===== src/rtl/latch_bank_pkg.sv =====
// Shared types for latch_bank: snapshot FSM states and the channel-index width helper.
// Build option: LATCH_BANK_TRANSPARENT_EN selects latch-transparent o_q in latch_bank.
package latch_bank_pkg;

  typedef enum logic [1:0] {
    IDLE,
    CAPTURE,
    STREAM
  } state_e;

  // Channel index width; a single channel still needs one index bit.
  function automatic int ch_width(input int n);
    return (n > 1) ? $clog2(n) : 1;
  endfunction

endpackage


===== src/rtl/latch_bank_chan.sv =====
// One latch_bank channel: gated hold register, change detector and saturating
// change counter with a capture-clear input that never drops a coincident change.
module latch_bank_chan #(
  parameter int WIDTH = 8,
  parameter int CNT_W = 8
) (
  input  logic             i_clk,
  input  logic             i_rst,
  input  logic             i_en,
  input  logic [WIDTH-1:0] i_d,
  input  logic             i_clr,
  output logic [WIDTH-1:0] o_h,
  output logic [CNT_W-1:0] o_cnt
);

  localparam logic [CNT_W-1:0] CNT_MAX = '1;

  logic change;

  assign change = i_en && (i_d != o_h);

  // NOTE: sequential state uses non-blocking assignments so every register
  // samples pre-edge values; blocking here would create order-dependent races.
  always_ff @(posedge i_clk or posedge i_rst) begin
    if (i_rst) begin
      o_h   <= '0;
      o_cnt <= '0;
    end else begin
      if (i_en) o_h <= i_d;
      // The clear restarts counting at 1 when a change lands in the capture cycle.
      if (i_clr) o_cnt <= change ? CNT_W'(1) : '0;
      else if (change && (o_cnt != CNT_MAX)) o_cnt <= o_cnt + 1'b1;
    end
  end

endmodule


===== src/rtl/latch_bank.sv =====
// Flop-based latch bank with per-channel change counters and an atomic snapshot
// streamed over valid/ready. Define LATCH_BANK_TRANSPARENT_EN for transparent o_q.
module latch_bank
  import latch_bank_pkg::*;
#(
  parameter int  WIDTH    = 8,
  parameter int  CHANNELS = 4,
  parameter int  CNT_W    = 8,
  localparam int CH_W     = ch_width(CHANNELS)
) (
  input  logic                      i_clk,
  input  logic                      i_rst,
  input  logic [CHANNELS-1:0]       i_en,
  input  logic [CHANNELS*WIDTH-1:0] i_d,
  output logic [CHANNELS*WIDTH-1:0] o_q,
  input  logic                      i_snap_req,
  output logic                      o_snap_busy,
  output logic                      o_sv,
  input  logic                      i_sr,
  output logic [CNT_W+WIDTH-1:0]    o_sdata,
  output logic [CH_W-1:0]           o_sch,
  output logic                      o_slast
);

  localparam int              SW       = CNT_W + WIDTH;
  localparam logic [CH_W-1:0] LAST_IDX = CH_W'(CHANNELS - 1);

  logic [WIDTH-1:0] hold   [CHANNELS];
  logic [CNT_W-1:0] cnt    [CHANNELS];
  logic [SW-1:0]    shadow [CHANNELS];

  state_e          state_q, state_d;
  logic [CH_W-1:0] idx_q, idx_d;
  logic            capture;

  for (genvar c = 0; c < CHANNELS; c++) begin : g_chan
    latch_bank_chan #(
      .WIDTH(WIDTH),
      .CNT_W(CNT_W)
    ) u_chan (
      .i_clk (i_clk),
      .i_rst (i_rst),
      .i_en  (i_en[c]),
      .i_d   (i_d[c*WIDTH +: WIDTH]),
      .i_clr (capture),
      .o_h   (hold[c]),
      .o_cnt (cnt[c])
    );

`ifdef LATCH_BANK_TRANSPARENT_EN
    assign o_q[c*WIDTH +: WIDTH] = i_en[c] ? i_d[c*WIDTH +: WIDTH] : hold[c];
`else
    assign o_q[c*WIDTH +: WIDTH] = hold[c];
`endif
  end

  always_ff @(posedge i_clk or posedge i_rst) begin
    if (i_rst) begin
      state_q <= IDLE;
      idx_q   <= '0;
    end else begin
      state_q <= state_d;
      idx_q   <= idx_d;
    end
  end

  // NOTE: defaults first so every path assigns every output; a missing branch
  // would otherwise infer a latch.
  always_comb begin
    state_d = state_q;
    idx_d   = idx_q;
    capture = 1'b0;
    case (state_q)
      IDLE: if (i_snap_req) state_d = CAPTURE;
      CAPTURE: begin
        capture = 1'b1;
        idx_d   = '0;
        state_d = STREAM;
      end
      STREAM: begin
        if (i_sr) begin
          if (idx_q == LAST_IDX) begin
            idx_d   = '0;
            state_d = IDLE;
          end else begin
            idx_d = idx_q + 1'b1;
          end
        end
      end
      default: state_d = IDLE;
    endcase
  end

  // NOTE: the shadow array is reset on purpose: a mid-stream reset must leave no
  // stale snapshot behind, so it stays in flops rather than a RAM macro.
  always_ff @(posedge i_clk or posedge i_rst) begin
    if (i_rst) begin
      for (int c = 0; c < CHANNELS; c++) shadow[c] <= '0;
    end else if (capture) begin
      for (int c = 0; c < CHANNELS; c++) shadow[c] <= {cnt[c], hold[c]};
    end
  end

  assign o_snap_busy = (state_q != IDLE);
  assign o_sv        = (state_q == STREAM);
  assign o_sdata     = o_sv ? shadow[idx_q] : '0;
  assign o_sch       = idx_q;
  assign o_slast     = o_sv && (idx_q == LAST_IDX);

endmodule


===== config.mk =====
export PLATFORM = sky130hd
export DESIGN_NAME = latch_bank
export DESIGN_NICKNAME = d
export VERILOG_FILES = /design/src/rtl/latch_bank_pkg.sv /design/src/rtl/latch_bank_chan.sv /design/src/rtl/latch_bank.sv
export SDC_FILE = /design/constraint.sdc
export NUM_CORES = 1
export LEC_CHECK = 0
export CAP_MARGIN = 30
export CORE_UTILIZATION = 45
export CTS_BUF_LIST = sky130_fd_sc_hd__clkbuf_4 sky130_fd_sc_hd__clkbuf_8
export DETAILED_ROUTE_END_ITERATION = 16
export PLACE_DENSITY = 0.68
export SLEW_MARGIN = 0
export SYNTH_ARGS = -nofsm -noshare
export SYNTH_HDL_FRONTEND = slang
export SYNTH_HIERARCHICAL = 1
export SYNTH_SLANG_ARGS = --single-unit

===== constraint.sdc =====
create_clock -name i_clk -period 4.45 [get_ports i_clk]
set_input_delay 0.89 -clock i_clk [delete_from_list [all_inputs] [get_ports i_clk]]
set_output_delay 0.89 -clock i_clk [all_outputs]
set_load 0.02 [all_outputs]

### Yosys cells after proc, flatten, opt, wreduce, memory -nomap -nowiden

Cells that the tools add are included.

* register bits: 132
* bits in latches: 0
* bits in writable memories: 0
* memory bits (read-only): 0
* input bits: 40
* logic and storage cells: 77
* memories kept: 0

* add/subtract/negate cells: 5
* multipliers: 0
* div/mod/pow operators: 0
* magnitude comparators: 1
* eq/ne operators: 14
* shifts and indexed selects: 0
* multiplexer cells: 24
* bitwise gates (word level): 1
* reductions and logical operators: 18

Operators by type and width (number)
* $mux 8: 8
* $mux 16: 3
* $add 8x1->8 const B: 4
* $bmux 16 s2: 1
* $ne 8x8->1: 4
* $ne 8x8->1 const B: 4
* $reduce_bool 2->1: 6
* $mux 2: 5
* $logic_and 1x1->1: 9
* $pmux 2 s3: 1
* $mux 1: 5
* $eq 2x2->1 const B: 2
* $ne 2x1->1 const B: 2
* $pmux 2 s2: 1
* $ge 3x3->1 const B: 1
* $not 2->3: 1
* $reduce_and 3->1: 1
* $add 2x1->2 const B: 1
* $eq 2x1->1 const B: 1
* $logic_not 2->1: 1
* $ne 2x2->1 const B: 1
* $reduce_and 2->1: 1

### Logic depth before layout (Yosys ltp)

Gate-level depths: netlist of the first run.

* depth after elaboration: 5
* gate-level depth with buffers: 6

### Modules after synthesis

The synthesis of the first run kept the hierarchy.

By module, submodules not included
* latch_bank_chan: instances 4, cells an instance 79, area an instance 873.3 um^2, sequential area each 400.4 um^2
* latch_bank: instances 1, cells an instance 216, area an instance 3303.2 um^2, sequential area each 1701.6 um^2

### Worst setup path after synthesis of the first run

No wires, ideal clock.

* path type: reg-to-output
* from: register idx_q[0], in the netlist o_sch[0]
* to: output o_sdata[0]
* arrival: 1.431 ns
* path slack: 2.129 ns
* stages on the path, launching flop included: 5
* buffers on the path: 2
* cells stage by stage: dfrtp_1 > buf_2 > buf_2 > mux2i_1 > o22ai_1

* word-level cells in the longest chain between the ends: 5

Ends and longest elaborated chain
* from (decl): line latch_bank.sv:33 `logic [CH_W-1:0] idx_q, idx_d;`
* from (signal assigned): line latch_bank.sv:63 `idx_q <= idx_d;`
* $not 2->3 (not written as such): line latch_bank.sv:106 `assign o_sdata = o_sv ? shadow[idx_q] : '0;`
* $bmux 16 s2: line latch_bank.sv:106
* $mux 16 (not written as such) (2 in series): line latch_bank.sv:106
* $mux 16: line latch_bank.sv:106
* to (decl): line latch_bank.sv:20 `output logic [CNT_W+WIDTH-1:0] o_sdata,`

No other way between the ends. The select of a mux whose other input is x is not followed.

### Worst setup path in the final report of the first run

* from: register state_q[1]
* to: output o_sdata[12]

* word-level cells in the longest chain between the ends: 2

Ends and longest elaborated chain
* from (decl): line latch_bank.sv:32 `state_e state_q, state_d;`
* from (signal assigned): line latch_bank.sv:62 `state_q <= state_d;`
* $eq 2x2->1: line latch_bank.sv:105 `assign o_sv = (state_q == STREAM);`
* $mux 16: line latch_bank.sv:106

No other way between the ends.

==> summary.md, run 1 <==
| Metric | Value |
|---|---|
| Clock Skews | 0.008912 ns |
| Share of cells above drive strength 1 | 28.39% |
| Maximum fanout along the worst path | 16 |
| Synthesized area | 6797 sq um |
| Mean post-synth cell area | 12.78 sq um |
| GRT overflow | 0 |
| Initial Util | 46.41% |
| RSZ-0062 raised after global routing | no |
| Outcome | finished with violations |
| Synth async-reset ratio | 100.0% |
| Post-layout min period | 3.572 ns |
| Hold WS | 0.5111 ns |
| Failing checks | design-rule violations |
| Worst-margin pin slew | 0.8891 ns |
| Antenna diodes | 0 |
| Number of max-cap violations | 0 |
| 1st-pass router iterations | 10 |
| Num Clock Sinks | 132 |
| Synth warn | 6 |
| Yosys cell types | 42 |
| Area leader, netlist | dfrtp_1 |
| Critical Path End Type | output pin |
| #FFs+latches synth | 132 |
| Final Cycle Share | 80.27% |
| Final setup fails | 0 |
| Worst path arrival time | 2.68 ns |
| Slew HR | 40.73% |
| CTS Root Cell | clkbuf_8 |
| Slew Limit Fails | 0 |
| DRT Wirelength | 14.88 mm |
| F_max | 279.9 MHz |
| Vias in the first global route | 4,541 |
| GP Congestion | 0.7905 |
| Die Span X | 124.9 um |
| # IOs | 93 |
| Hold Crit Class | reg -> reg |
| Nets@finish | 666 |
| Syn_nets | 577 |
| Die ar. | 15,600 sq um |
| Post-route ant nets | 0 |
| Commonest non-fill, non-tap cell in the layout | dfrtp_1 |
| Ys flop type | dfrtp_1 |
| Initial antenna violation count | 0 |
| Die height | 124.9 um |
| Post-Synthesis Cells | 532 |
| Largest net degree at the start of global routing | 109 |
| Rows | 44 |
| DR vias | 4,478 |
| Initial DRC count | 267 |
| Most frequent cells in the layout | dfrtp_1 (131), clkdlybuf4s50_1 (92), mux2_2 (64) |
| Synth top area share | 48.60% |
| Wire per inst | 18.19 um |
| Via density | 5.474 |
| Largest cells by area after synthesis | dfrtp_1 (49%), mux2_2 (11%), mux2_4 (8.8%) |
| Buffers added on ports | 92 |
| All-Layer GR Usage | 19.85% |
| Postcts setup bufs | 0 |
| Core area | 14,640 sq um |
| Final HPWL DP | 10.45 mm |
| P_leak | 0.003497 uW |
| Post-synth EDFFs | 0 |
| Hold Violations, Final | 0 |
| Kind of critical path | reg -> out |
| Area growth syn-to-layout | 21.80% |
| Num CTS Buffers | 17 |
| H-tree levels | 4 |
| Bufs on Longest Clock Path | 2 |
| Power Total | 4660 uW |
| CTS resizes | 0 |
| Startpoint types | flip-flop |
| Worst-path clk slew | 0.07 ns |
| Hold buffer count at CTS | 0 |
| P per Cell Area | 562.9 nW/um^2 |
| Setup TNS | 0 ns |
| Worst IR Drop VDD | 267.5 uV |
| Number of remaining DRC errors | 7 |
| CTS tree | done |
| Worst skew pair latency | 0.44 ns |
| Required @ worst endpoint | 3.56 ns |
| Global-route wire length before repair | 23.99 mm |
| Seq/Total Area, Yosys | 48.60% |
flip-flops by register name, summed over array words and instances, names as in the netlist:
signal / flops
g_chan.u_chan/o_h: 32
shadow: 64
o_sch: 2
g_chan.u_chan/o_cnt: 32
state_q: 2
layout make-up:
cell class	instances	area, sq um
Clock buffer	23	310.3
Clock inverter	9	147.6
Fill cell	1221	6366
Inverter	7	26.28
Multi-Input combinational cell	367	3283
Sequential cell	132	3304
Tap cell	184	230.2
Timing Repair Buffer	96	975.9
cells by family (layout without fill, tap and decap cells):
| family | after synthesis | count (layout) | share of synthesized area (%) |
|---|---|---|---|
| adder cells (fa/ha/maj) | 5 | 5 | 0.9205 |
| flip-flops | 132 | 132 | 48.60 |
| multiplexers | 136 | 136 | 24.15 |
| AND/OR/NAND/NOR | 125 | 125 | 11.82 |
| XOR/XNOR | 32 | 32 | 4.124 |
| buffers and inverters | 33 | 135 | 3.166 |
| AO/OA/AOI/OAI | 69 | 69 | 7.217 |
synthesized netlist by cell type, types with 7 or more instances:
library cell  number
a21oi_1           18
buf_2              7
buf_6             11
dfrtp_1          132
inv_1              7
mux2_2            64
mux2_4            40
mux2i_1           32
nand2_1           25
nand4_2            8
nor2_1             9
nor2b_1           12
nor3_1             8
o21ai_0           14
o22ai_2           10
o31ai_1            8
or4_1              8
xnor2_1           32
routing by layer:
layer	part of all wire, %	wire length, um	vias up	GRT usage (%)
met1	45	6670	2283	25.55
met4	0.77	114	0	5.954
met2	49	7360	87	32.32
met5	0	0	-	0
met3	4.9	736	10	5.842
li1	-	-	2098	-
where the power goes:
| group | leakage [uW] | switching (uW) | internal (uW) |
|---|---|---|---|
| Sequential | 0.00166 | 331 | 1540 |
| Combinational | 0.00160 | 742 | 914 |
| Clock | 0.000235 | 444 | 688 |
| Total | 0.00350 | 1520 | 3140 |
per-stage QoR:
stage,setup WS [ns],utilization (%),instance area [sq um],std cells
floorplan,1.848,-,6797,532
global placement,1.350,53.26,7800,785
CTS,0.8561,56.39,8258,817
finish,0.8778,56.53,8278,818
global route,0.7034,56.53,8278,818
detailed placement,1.349,53.26,7800,785
path summary, 6_finish.rpt:
path	from	end	slack (ns)	cells after the start
max reg2reg	g_chan[0].u_chan/o_cnt[0]	g_chan[0].u_chan/o_cnt[2]	2.50	6
min reg2reg	shadow[60]	shadow[60]	0.51	1
min in group asynchronous	i_rst	g_chan[3].u_chan/o_cnt[0]	1.03	2
max in group asynchronous	i_rst	shadow[33]	2.43	3
max	state_q[1]	o_sdata[12]	0.88	4
min	shadow[60]	shadow[60]	0.51	1
worst max-delay path, cell delays in order (launching register included):
cell	delay, ns
dfrtp_1	0.48
and2b_2	0.24
nand2b_1	0.47
o22ai_1	0.37
clkdlybuf4s50_1	0.68
No activity file was read; power rests on OpenSTA's default activity.
==> run 2, diff against run 1 <==
clock period = 3.47 ns   (was 4.45 ns; I/O delays follow)
==> summary.md, run 2 (synthesized netlist as in run 1, its figures left out) <==
| Metric | Value |
|---|---|
| Outcome | finished with violations |
| Failing checks | design-rule violations |
| Final Cycle Share | 93.14% |
| Number of max-cap violations | 0 |
| Post-layout min period | 3.232 ns |
| Placement Setup Slack | 0.7163 ns |
| Die Span X | 124.9 um |
| Fill count | 1,178 |
| Largest net degree at the start of global routing | 110 |
| Antenna diodes | 0 |
| Biggest regs | shadow: 64 flops, g_chan.u_chan/o_cnt: 32 flops, g_chan.u_chan/o_h: 32 flops |
| Worst setup margin | 0.2381 ns |
| Rows | 44 |
| Required @ worst endpoint | 2.78 ns |
| Worst-margin pin slew | 0.6571 ns |
| CTS tree | done |
| P_leak | 0.003502 uW |
| Worst-path clk slew | 0.07 ns |
| F_max | 309.4 MHz |
| Hold buffer count at CTS | 0 |
| GP Congestion | 0.7860 |
| Wire per inst | 17.92 um |
| Core area | 14,640 sq um |
| Placed insts | 789 |
| All-Layer GR Usage | 20.29% |
| Initial DRC count | 273 |
| Reg area | 3304 sq um |
| Register with the most flip-flops | shadow |
| Area occupied by multi-input gates | 3283 sq um |
| Nets@finish | 669 |
| CTS resizes | 0 |
| Kind of critical path | reg -> out |
| Initial antenna violation count | 0 |
| Global-route wire length before repair | 24.68 mm |
| Die ar. | 15,600 sq um |
| Slew Limit Fails | 0 |
| Max FFs per register | 64 |
| Critical Path End Type | output pin |
| Buffers added on ports | 92 |
| DRT Wirelength | 14.72 mm |
| # IOs | 93 |
| CTS Root Cell | clkbuf_8 |
| P per Cell Area | 721.0 nW/um^2 |
| Cell area after layout | 8294 sq um |
| Maximum fanout along the worst path | 9 |
| Num CTS Buffers | 17 |
| Hold WS | 0.5116 ns |
| Share of cells above drive strength 1 | 28.73% |
| RSZ-0062 raised after global routing | no |
| Finished Layout Cells | 821 |
| Setup TNS | 0 ns |
| Bufs on Longest Clock Path | 2 |
| Worst IR Drop VDD | 382.9 uV |
| Final HPWL DP | 10.51 mm |
| Cell Area, Placed | 7843 sq um |
| Commonest non-fill, non-tap cell in the layout | dfrtp_1 |
| Hold Crit Class | reg -> reg |
| 1st-pass router iterations | 11 |
| Most frequent cells in the layout | dfrtp_1 (131), clkdlybuf4s50_1 (92), mux2_2 (64) |
| Worst skew pair latency | 0.44 ns |
| GRT overflow | 0 |
| DR vias | 4,481 |
| Startpoint types | flip-flop |
| Num Clock Sinks | 132 |
| Die height | 124.9 um |
| Vias in the first global route | 4,639 |
| Area growth syn-to-layout | 22.04% |
| Number of remaining DRC errors | 8 |
| Initial Util | 46.41% |
| Via density | 5.458 |
| Postcts setup bufs | 0 |
| Final setup fails | 0 |
| Clock Skews | 0.009162 ns |
| Post-route ant nets | 0 |
| Worst path arrival time | 2.54 ns |
| Hold Violations, Final | 0 |
| H-tree levels | 4 |
| Slew HR | 56.14% |
[run 2: cell count changes in the layout (fill, tap and decap cells not counted), sizes merged]
cell and delta:
buf +3, clkinvlp +1, clkbuf -3, clkinv +1, inv +1
[run 2: critical path, cell delays in order (launching register included)]
cell             delay, ns
dfrtp_1               0.49
and2b_2               0.24
nand2b_1              0.22
buf_4                 0.27
o22ai_1               0.21
clkdlybuf4s50_1       0.66
[run 2: final timing paths]
path	slack [ns]	cells after the start	startpoint	end
worst max-delay path	0.24	5	state_q[1]	o_sdata[12]
worst min-delay path	0.51	1	shadow[57]	shadow[57]
worst max register to register	1.64	6	g_chan[3].u_chan/o_cnt[0]	g_chan[3].u_chan/o_cnt[4]
worst min register to register	0.51	1	shadow[57]	shadow[57]
max in group asynchronous	1.96	3	i_rst	o_sch[0]
min in group asynchronous	0.85	2	i_rst	g_chan[0].u_chan/o_h[2]
[run 2: metrics by stage]
step	utilization, %	power (uW)
finish	56.64	5980
global route	56.64	6300
CTS	56.64	6029
detailed placement	53.55	4558
global placement	53.55	4487
floorplan	-	3867
[run 2: area by class of cell]
cell class | count | area share [%]
flip-flops and latches | 132 | 39.84
multi-input cells | 367 | 39.58
repair buffers | 99 | 12.04
clock buffers | 20 | 3.319
well taps | 184 | 2.776
clock inverters | 12 | 2.127
inverters | 7 | 0.3168
[run 2: layer usage]
layer / routed length (um) / vias to the layer above / track usage [%]
li1: - / 2123 / -
met1: 6785 / 2258 / 26.73
met2: 7197 / 86 / 32.98
met3: 550 / 14 / 4.596
met4: 182 / 0 / 6.958
met5: 0 / - / 0
[run 2: report_power, final]
part	leakage (uW)	internal [uW]	switching, uW
clock network	0.000225	841	605
logic	0.00162	1180	931
registers	0.00166	1970	450
